[src/rtl/alu_seq_if.sv]
// Purpose: request/result bundle for alu_seq. The master drives operations and the slave returns results.
// Latency: none. This file contains only wiring.
// Backpressure: in_valid/in_ready on the request side, out_valid/out_ready on the result side.
// Ports: in_valid, in_ready, op, rx, ry (request); out_valid, out_ready, out, z, n, c, v (result); busy (status).
interface alu_seq_if #(
  parameter int WIDTH = 4
);
  logic             in_valid;
  logic             in_ready;
  logic [3:0]       op;
  logic [WIDTH-1:0] rx;
  logic [WIDTH-1:0] ry;
  logic             out_valid;
  logic             out_ready;
  logic [WIDTH-1:0] out;
  logic             z;
  logic             n;
  logic             c;
  logic             v;
  logic             busy;

  modport master (
    output in_valid, op, rx, ry, out_ready,
    input  in_ready, out_valid, out, z, n, c, v, busy
  );

  modport slave (
    input  in_valid, op, rx, ry, out_ready,
    output in_ready, out_valid, out, z, n, c, v, busy
  );
endinterface

[src/rtl/alu_seq.sv]
// Purpose: WIDTH-bit sequential ALU with a registered result and flags, iterative shifts and a shift-add multiply.
// Latency: single-cycle ops take 1 cycle, shifts take 1+s cycles, and MUL/MULH take WIDTH+1 cycles (accept to out_valid).
// Backpressure: the result is held in DONE until out_ready. in_ready is high only when IDLE or when DONE is being drained.
// Ports: clk, rst_n (asynchronous, active-low); bus (alu_seq_if.slave) carries the request and result handshakes and busy.
module alu_seq #(
  parameter int WIDTH = 4
) (
  input logic      clk,
  input logic      rst_n,
  alu_seq_if.slave bus
);
  localparam int SAW = $clog2(WIDTH);
  localparam int CW  = SAW + 1;  // wide enough to hold WIDTH

  localparam logic [3:0] OP_ADD = 4'h0, OP_SUB = 4'h1, OP_AND = 4'h2, OP_OR   = 4'h3,
                         OP_XOR = 4'h4, OP_NOT = 4'h5, OP_SHL = 4'h6, OP_SHR  = 4'h7,
                         OP_ASR = 4'h8, OP_MUL = 4'h9, OP_MULH = 4'hA, OP_CMP = 4'hB,
                         OP_INC = 4'hC, OP_DEC = 4'hD, OP_PASSY = 4'hE;

  typedef enum logic [1:0] {IDLE, BUSY, DONE} state_t;
  typedef struct packed {
    logic z;
    logic n;
    logic c;
    logic v;
  } flags_t;

  state_t             state;
  logic [3:0]         op_q;
  logic [WIDTH-1:0]   a_q;      // holds the shifting operand, or the multiplicand for MUL/MULH
  logic [2*WIDTH-1:0] p_q;      // product register: {partial high, remaining multiplier bits}
  logic [CW-1:0]      cnt_q;
  logic [WIDTH-1:0]   out_q;
  flags_t             flg_q;
  logic               out_valid_q;
  logic               busy_q;

  // Request decode
  logic           in_ready_c, accept;
  logic [SAW-1:0] s_in;
  logic           is_shift_in, is_mul_in, multi_in;

  assign in_ready_c  = (state == IDLE) || (state == DONE && bus.out_ready);
  assign accept      = bus.in_valid && in_ready_c;
  assign s_in        = bus.ry[SAW-1:0];
  assign is_shift_in = bus.op inside {OP_SHL, OP_SHR, OP_ASR};
  assign is_mul_in   = bus.op inside {OP_MUL, OP_MULH};
  // A zero-distance shift has nothing to iterate, so it takes the single-cycle path.
  assign multi_in    = is_mul_in || (is_shift_in && s_in != '0);

  // Shared adder/subtractor for ADD, SUB, CMP, INC and DEC
  logic [WIDTH-1:0] as_b;
  logic             as_sub;
  logic [WIDTH:0]   as_r;
  logic             as_v;

  always_comb begin
    as_b   = bus.ry;
    as_sub = 1'b0;
    case (bus.op)
      OP_SUB, OP_CMP: as_sub = 1'b1;
      OP_INC:         as_b   = WIDTH'(1);
      OP_DEC: begin
        as_b   = WIDTH'(1);
        as_sub = 1'b1;
      end
      default: ;
    endcase
  end

  // The top bit is the carry-out when adding and the borrow when subtracting.
  assign as_r = as_sub ? ({1'b0, bus.rx} - {1'b0, as_b}) : ({1'b0, bus.rx} + {1'b0, as_b});
  // Overflow requires equal operand signs for addition and opposite signs for subtraction,
  // together with a result sign that differs from rx.
  assign as_v = ((bus.rx[WIDTH-1] ^ as_b[WIDTH-1]) == as_sub) &&
                (as_r[WIDTH-1] != bus.rx[WIDTH-1]);

  // Single-cycle results
  logic [WIDTH-1:0] sc_res, sc_fv;
  logic             sc_c, sc_v;

  always_comb begin
    sc_res = bus.rx;
    sc_c   = 1'b0;
    sc_v   = 1'b0;
    case (bus.op)
      OP_ADD, OP_SUB, OP_INC, OP_DEC: begin
        sc_res = as_r[WIDTH-1:0];
        sc_c   = as_r[WIDTH];
        sc_v   = as_v;
      end
      OP_AND:   sc_res = bus.rx & bus.ry;
      OP_OR:    sc_res = bus.rx | bus.ry;
      OP_XOR:   sc_res = bus.rx ^ bus.ry;
      OP_NOT:   sc_res = ~bus.rx;
      OP_CMP: begin
        sc_c = as_r[WIDTH];
        sc_v = as_v;
      end
      OP_PASSY: sc_res = bus.ry;
      default: ;  // PASS rx and zero-distance shifts return rx
    endcase
  end

  // CMP returns rx but takes z and n from the difference.
  assign sc_fv = (bus.op == OP_CMP) ? as_r[WIDTH-1:0] : sc_res;

  // One iteration step per BUSY cycle
  logic [WIDTH:0]     mul_sum;
  logic [2*WIDTH-1:0] p_nxt;
  logic [WIDTH-1:0]   sh_nxt, bs_res;
  logic               sh_co, bs_c;

  assign mul_sum = {1'b0, p_q[2*WIDTH-1:WIDTH]} + (p_q[0] ? {1'b0, a_q} : {(WIDTH+1){1'b0}});
  assign p_nxt   = {mul_sum, p_q[WIDTH-1:1]};

  always_comb begin
    sh_nxt = {a_q[WIDTH-1], a_q[WIDTH-1:1]};
    sh_co  = a_q[0];
    case (op_q)
      OP_SHL: begin
        sh_nxt = {a_q[WIDTH-2:0], 1'b0};
        sh_co  = a_q[WIDTH-1];
      end
      OP_SHR: sh_nxt = {1'b0, a_q[WIDTH-1:1]};
      default: ;  // ASR
    endcase
    bs_res = sh_nxt;
    bs_c   = sh_co;
    if (op_q == OP_MUL) begin
      bs_res = p_nxt[WIDTH-1:0];
      bs_c   = |p_nxt[2*WIDTH-1:WIDTH];
    end else if (op_q == OP_MULH) begin
      bs_res = p_nxt[2*WIDTH-1:WIDTH];
      bs_c   = 1'b0;
    end
  end

  always_ff @(posedge clk or negedge rst_n) begin
    if (!rst_n) begin
      state       <= IDLE;
      op_q        <= '0;
      a_q         <= '0;
      p_q         <= '0;
      cnt_q       <= '0;
      out_q       <= '0;
      flg_q       <= '0;
      out_valid_q <= 1'b0;
      busy_q      <= 1'b0;
    end else if (accept) begin
      op_q <= bus.op;
      a_q  <= bus.rx;
      p_q  <= {{WIDTH{1'b0}}, bus.ry};
      if (multi_in) begin
        state       <= BUSY;
        busy_q      <= 1'b1;
        out_valid_q <= 1'b0;
        cnt_q       <= is_mul_in ? CW'(WIDTH) : CW'(s_in);
      end else begin
        state       <= DONE;
        busy_q      <= 1'b0;
        out_valid_q <= 1'b1;
        out_q       <= sc_res;
        flg_q.z     <= (sc_fv == '0);
        flg_q.n     <= sc_fv[WIDTH-1];
        flg_q.c     <= sc_c;
        flg_q.v     <= sc_v;
      end
    end else if (state == BUSY) begin
      cnt_q <= cnt_q - CW'(1);
      if (op_q inside {OP_MUL, OP_MULH}) p_q <= p_nxt;
      else                               a_q <= sh_nxt;
      // The final step writes its result directly into the output registers.
      if (cnt_q == CW'(1)) begin
        state       <= DONE;
        busy_q      <= 1'b0;
        out_valid_q <= 1'b1;
        out_q       <= bs_res;
        flg_q.z     <= (bs_res == '0);
        flg_q.n     <= bs_res[WIDTH-1];
        flg_q.c     <= bs_c;
        flg_q.v     <= 1'b0;
      end
    end else if (state == DONE && bus.out_ready) begin
      state       <= IDLE;
      out_valid_q <= 1'b0;
    end
  end

  assign bus.in_ready  = in_ready_c;
  assign bus.out_valid = out_valid_q;
  assign bus.busy      = busy_q;
  assign bus.out       = out_q;
  assign bus.z         = flg_q.z;
  assign bus.n         = flg_q.n;
  assign bus.c         = flg_q.c;
  assign bus.v         = flg_q.v;
endmodule

[src/flat_wrapper.sv]
// flat-port wrapper written by rule: the top's interface ports become plain ports
module alu_seq_flat 
#(
  parameter int WIDTH = 4
)
  (clk, rst_n, bus_in_valid, bus_op, bus_rx, bus_ry, bus_out_ready, bus_in_ready, bus_out_valid, bus_out, bus_z, bus_n, bus_c, bus_v, bus_busy);
  alu_seq_if #(.WIDTH(WIDTH)) bus_i ();
  input logic clk;
  input logic rst_n;
  input wire logic [$bits(bus_i.in_valid)-1:0] bus_in_valid;
  input wire logic [$bits(bus_i.op)-1:0] bus_op;
  input wire logic [$bits(bus_i.rx)-1:0] bus_rx;
  input wire logic [$bits(bus_i.ry)-1:0] bus_ry;
  input wire logic [$bits(bus_i.out_ready)-1:0] bus_out_ready;
  output wire logic [$bits(bus_i.in_ready)-1:0] bus_in_ready;
  output wire logic [$bits(bus_i.out_valid)-1:0] bus_out_valid;
  output wire logic [$bits(bus_i.out)-1:0] bus_out;
  output wire logic [$bits(bus_i.z)-1:0] bus_z;
  output wire logic [$bits(bus_i.n)-1:0] bus_n;
  output wire logic [$bits(bus_i.c)-1:0] bus_c;
  output wire logic [$bits(bus_i.v)-1:0] bus_v;
  output wire logic [$bits(bus_i.busy)-1:0] bus_busy;
  assign bus_i.in_valid = bus_in_valid;
  assign bus_i.op = bus_op;
  assign bus_i.rx = bus_rx;
  assign bus_i.ry = bus_ry;
  assign bus_i.out_ready = bus_out_ready;
  assign bus_in_ready = bus_i.in_ready;
  assign bus_out_valid = bus_i.out_valid;
  assign bus_out = bus_i.out;
  assign bus_z = bus_i.z;
  assign bus_n = bus_i.n;
  assign bus_c = bus_i.c;
  assign bus_v = bus_i.v;
  assign bus_busy = bus_i.busy;
  alu_seq #(.WIDTH(WIDTH)) u_core (.clk(clk), .rst_n(rst_n), .bus(bus_i));
endmodule
[config.mk]
export PLATFORM = sky130hd
export DESIGN_NAME = alu_seq_flat
export DESIGN_NICKNAME = d
export VERILOG_FILES = /design/src/rtl/alu_seq_if.sv /design/src/rtl/alu_seq.sv /design/src/flat_wrapper.sv
export SDC_FILE = /design/constraint.sdc
export NUM_CORES = 1
export LEC_CHECK = 0
export CORE_ASPECT_RATIO = 1.5
export CORE_UTILIZATION = 45
export DETAILED_ROUTE_END_ITERATION = 8
export PLACE_DENSITY = 0.65
export SYNTH_ARGS = -nofsm -noshare
export SYNTH_HDL_FRONTEND = slang
export SYNTH_SLANG_ARGS = --single-unit
export TNS_END_PERCENT = 1
[constraint.sdc]
create_clock -name clk -period 5.9 [get_ports clk]
set_input_delay 1.475 -clock clk [delete_from_list [all_inputs] [get_ports clk]]
set_output_delay 1.475 -clock clk [all_outputs]
set_load 0.03 [all_outputs]
# After elaboration in Yosys (flattened, before gate mapping)
# Cells that the tools add are included.
# op_classes
n_addsub	4
eq_ne	27
bitwise_logic	5
muxes	46
reduce_logical	29
# op_table
op	n
$mux 4	16
$eq 4x4->1 const B	9
$eq 4x3->1 const B	6
$mux 8	3
$pmux 4 s6	1
$mux 1	15
$logic_not 4->1	3
$mux 3	4
$reduce_bool 2->1	6
$mux 2	5
$reduce_and 2->1	5
$eq 4x2->1 const B	2
$pmux 4 s2	1
$reduce_or 4->1	2
$reduce_bool 3->1	2
$add 4x4->5	1
$add 4x5->5	1
$mux 5	1
$reduce_or 5->1	1
$sub 4x4->5	1
$and 4x4->4	1
$eq 4x1->1 const B	1
$logic_and 1x1->1	4
$ne 2x2->1 const B	2
17 further kinds	18
# totals
word_cells	123
output_inout_bits	11
register_bits	31
inputBits	16

# Longest topological paths before layout
# logic_depth
word_depth	10
mapped_depth	17
depth_no_buf	15

# Least setup slack after synthesis
# Ideal clock, no wire load.
# synth_timing
path_type	input -> register
startpoint	input port bus_op[2]
endpoint	register u_core.bus.z (netlist name)
n_path_buf	2
setup_ns	0.082
setup_slack_ns	1.552
t_required_ns	5.818
t_arrival_ns	4.266
stages	15
cell_sequence	buf_6 -> nand2_1 -> or2_2 -> clkbuf_1 -> and2_1 -> ha_1 -> nand2_1 -> o21ai_0 -> fa_1 -> xnor2_1 -> a211o_1 -> o32a_1 -> nor4_2 -> o21ai_1 -> a31oi_1
# synth_via
elab_chain_len	10
word_cells_on_any_way	34
cone_classes	add/sub (2); eq/ne (15); mux (7); reduce/logical (10)
# synth_lines
element	line_no	text
start: declaration	flat_wrapper.sv:11	input wire logic [$bits(bus_i.op)-1:0] bus_op;
$eq 4x4->1	alu_seq.sv:60, alu_seq.sv:86	
$reduce_or 2->1 (no line)	n/a	
$mux 4	alu_seq.sv:60	case (bus.op)
$add 4x4->5 or $sub 4x4->5 (tied branches)	alu_seq.sv:72	assign as_r = as_sub ? ({1'b0, bus.rx} - {1'b0, as_b}) : ({1'b0, bus.rx} + {1'b0, as_b});
$mux 5	alu_seq.sv:72	
$pmux 4 s6	alu_seq.sv:86	case (bus.op)
$mux 4	alu_seq.sv:106	assign sc_fv = (bus.op == OP_CMP) ? as_r[WIDTH-1:0] : sc_res;
$logic_not 4->1	alu_seq.sv:164	flg_q.z <= (sc_fv == '0);
$mux 4	alu_seq.sv:154	if (multi_in) begin
$mux 4	alu_seq.sv:150	end else if (accept) begin
# Several ways; a longest one is shown, not always the timed one. The select of a mux whose other input is x is not followed.
# A chain may end at the register's enable or synchronous reset.

# Worst setup path after layout
# layout_timing
startpoint	input port bus_op[3]
endpoint	register u_core.bus.z (netlist name)
# layout_via
elab_chain_len	10
word_cells_on_any_way	34
cone_classes	add/sub (2); eq/ne (15); mux (7); reduce/logical (10)
# layout_lines
element	line_no
$eq 4x4->1	alu_seq.sv:60, alu_seq.sv:86
$reduce_or 2->1 (no line)	n/a
$mux 4	alu_seq.sv:60
$add 4x4->5 or $sub 4x4->5 (tied branches)	alu_seq.sv:72
$mux 5	alu_seq.sv:72
$pmux 4 s6	alu_seq.sv:86
$mux 4	alu_seq.sv:106
$logic_not 4->1	alu_seq.sv:164
$mux 4	alu_seq.sv:154
$mux 4	alu_seq.sv:150
# Several ways; a longest one is shown, not always the timed one. The select of a mux whose other input is x is not followed.

==> results.cfg <==
[synthesis]
synth_edf_count = 0
async_reset_ff_share_pct = 100
synthCells = 336
yosysUniqueCellTypes = 64
yosys_warnings = 0
muxShareOfSynthArea_pct = 3.02
synthSimpleGateAreaFrac_pct = 25.5
synth-adder-area-share_pct = 10.3
synth_xor_xnor_area_share_pct = 2.28
yosys.cell_count.top_type = nand2_1
synth_top_area_share_pct = 27.9
ys_top_cells_by_area = dfrtp_1 (28%), ha_1 (8.8%), nand2_1 (7.8%), o21ai_0 (4.8%), mux2i_1 (2.6%)
synth_top_family_by_area = simple AND/OR/NAND/NOR gates
synthTopCellsByCount = nand2_1 (56), dfrtp_1 (30), o21ai_0 (26)
yosysSeqAreaShare_pct = 27.9
syn_nets = 373
avgSynthCellArea_um2 = 8.00
synth_compound_area_share_pct = 24.6
syn_area_um2 = 2690
yosysTopAreaCell = dfrtp_1
synth.ff_latch_count = 30
synth-main-ff-cell = dfrtp_1

[routing]
final_antenna_net_count = 0
via_per_inst = 5.77
wl_um = 7120
drc_errors = 0
first_iter_violations = 237
wire_per_inst_um = 16.7
vias = 2460
dr.pass1.iters = 4

[floorplan]
dieArea_um2 = 6290
row_count = 34
ios = 27
die_y_um = 96.7
coreArea_um2 = 5790
fp.dieW_um = 65.1
start_util_pct = 46.5

[clocking]
htree_levels = 2
numCtsBuffers = 5
cts_resized = 0
insertion_delay_ps = 280
path_clk_slew_ps = 60
cts_root_buf = clkbuf_8
cts_buffer_depth = 2
postCtsHoldBufs = 0
numClockSinks = 30
cts_tree = built
post_cts_buffers = 0

[power_and_ir_drop]
vdd_drop_max_mv = 0.120
p_leak_uw = 0.00138
power_density_nw_per_um2 = 416

[placed_design]
gp_congestion = 0.975
placed_area_um2 = 2970
hpwl_um = 5550
port_buffers = 26

[global_routing]
grt_start_max_net_pins = 31
grt_pass1_vias = 2422
grt_use_total_pct = 24.5
grt_overflow = 0
antenna_found_initial = 0
grt_first_pass_wirelength_um = 11800

[setup_path]
rr_worst_depth = 8
ff2ff_setup_slack_ps = 3360
worst_ep_required_time_ps = 6100
critical_path.max_fanout = 13
worstReg2RegStart = u_core.p_q[0]
end_kind = register
path_class = in2reg
cp.arrival_ps = 5080
r2r_end = u_core.bus.z
startpoint_type = input pin

[final_layout]
fin_area_um2 = 3050
fin_nets = 392
antennaDiodeCount = 0
final_layout_size_suffix_gt1_share_pct = 5.93
area_growth_pct = 13.5
final_util_pct = 52.8
multi_input_area_um2 = 1770
ff_latch_area_um2 = 751
fillers = 587

[timing]
period_minus_slack_ps = 4870
finalSetupTns_ps = 0
hold_viol = 0
slew_viol_final = 0
worst_pin_slew_ps = 812
rsz0062_at_grt = no
final.setup_skew_ps = 5.04
hold_slack_ps = 481
fmax_ghz = 0.205
final.period_utilization_pct = 82.6
setup-violations-final = 0
maxSlewHeadroom_pct = 45.7

[hold_path]
holdPathStages = 2
hp-start = u_core.bus.v
min_to = u_core.bus.v
hp-class = reg2reg

[run]
drv_cap = 0

[outcome]
status = completed
[worst max-delay path: stages]
cell and delay [ps]:
clkdlybuf4s50_1 690, nand2_1 140, or2_2 340, and2_1 180, ha_1 260, nand2_1 50
o21ai_0 140, fa_1 460, xnor2_1 170, a211o_1 300, o32a_1 320, nor4_2 250
o21ai_1 100, a31oi_1 190
[report_power, final]
part	switching, uW	internal [uW]	leakage (uW)
registers	108	297	0.000374
logic	405	296	0.000962
clock network	74.3	89.8	0.0000431
total	587	683	0.00138
[how the worst max path moves through the flow]
stage          startpoint      endpoint  slack, ps  cells past startpoint
2_1_floorplan   bus_op[2]  u_core.bus.z       1550                     15
3_3_place_gp    bus_op[3]  u_core.bus.z        810                     14
3_5_place_dp    bus_op[3]  u_core.bus.z        730                     14
4_1_cts         bus_op[3]  u_core.bus.z       1020                     14
5_1_grt         bus_op[3]  u_core.bus.n        730                     14
6_report        bus_op[3]  u_core.bus.z       1030                     14
[layout make-up]
cell class	count	share of cell area [%]
clock buffer	6	2.70
inverter	19	2.34
multi-input combinational	269	57.9
sequential	30	24.6
tap	72	2.95
timing repair buffer	30	9.51
[per-layer routing]
| layer | track usage, % | wire (um) | part of all wire (%) | vias up |
|---|---|---|---|---|
| li1 | - | - | - | 1222 |
| met1 | 27.6 | 2900 | 41 | 1144 |
| met2 | 43.0 | 3700 | 52 | 65 |
| met3 | 2.59 | 168 | 2.4 | 29 |
| met4 | 14.4 | 350 | 4.9 | 0 |
| met5 | 0 | 0 | 0 | - |
[cells by family (layout without fill, tap and decap cells)]
group	Yosys count	in the layout
compound gates	98	98
xor+xnor	7	7
fa+ha+maj	21	21
buf+inv	37	55
flops	30	30
mux	8	8
simple gates	135	135
[metrics by stage]
step | std cells | total power (uW) | setup WS (ps)
floorplan | 336 | 895 | 1550
global placement | 420 | 1100 | 813
detailed placement | 420 | 1110 | 733
CTS | 426 | 1270 | 1020
global route | 426 | 1370 | 726
finish | 426 | 1270 | 1030
[flip-flops by register name (all words and copies together) (netlist names)]
name / cells
u_core.a_q: 4
u_core.p_q: 8
u_core.bus.n: 1
u_core.bus.out_valid: 1
u_core.bus.out: 4
u_core.op_q: 4
u_core.bus.z: 1
u_core.bus.v: 1
u_core.cnt_q: 3
u_core.state: 1
u_core.bus.busy: 1
u_core.bus.c: 1
[placed cells by master, fill, tap and decap left out, types with 5 or more instances in the layout]
cell	count
nand2_1	56
dfrtp_1	30
o21ai_0	26
clkdlybuf4s50_1	26
ha_1	19
inv_1	18
nor2_1	18
a21oi_1	13
nor2b_1	10
and2_1	8
mux2i_1	7
nand3_1	7
o211ai_1	7
a21boi_0	7
nor3_1	6
nand2b_1	6
a21o_1	6
clkbuf_8	6
xnor2_1	5
nand3b_1	5
No activity file was read; power rests on OpenSTA's default activity.
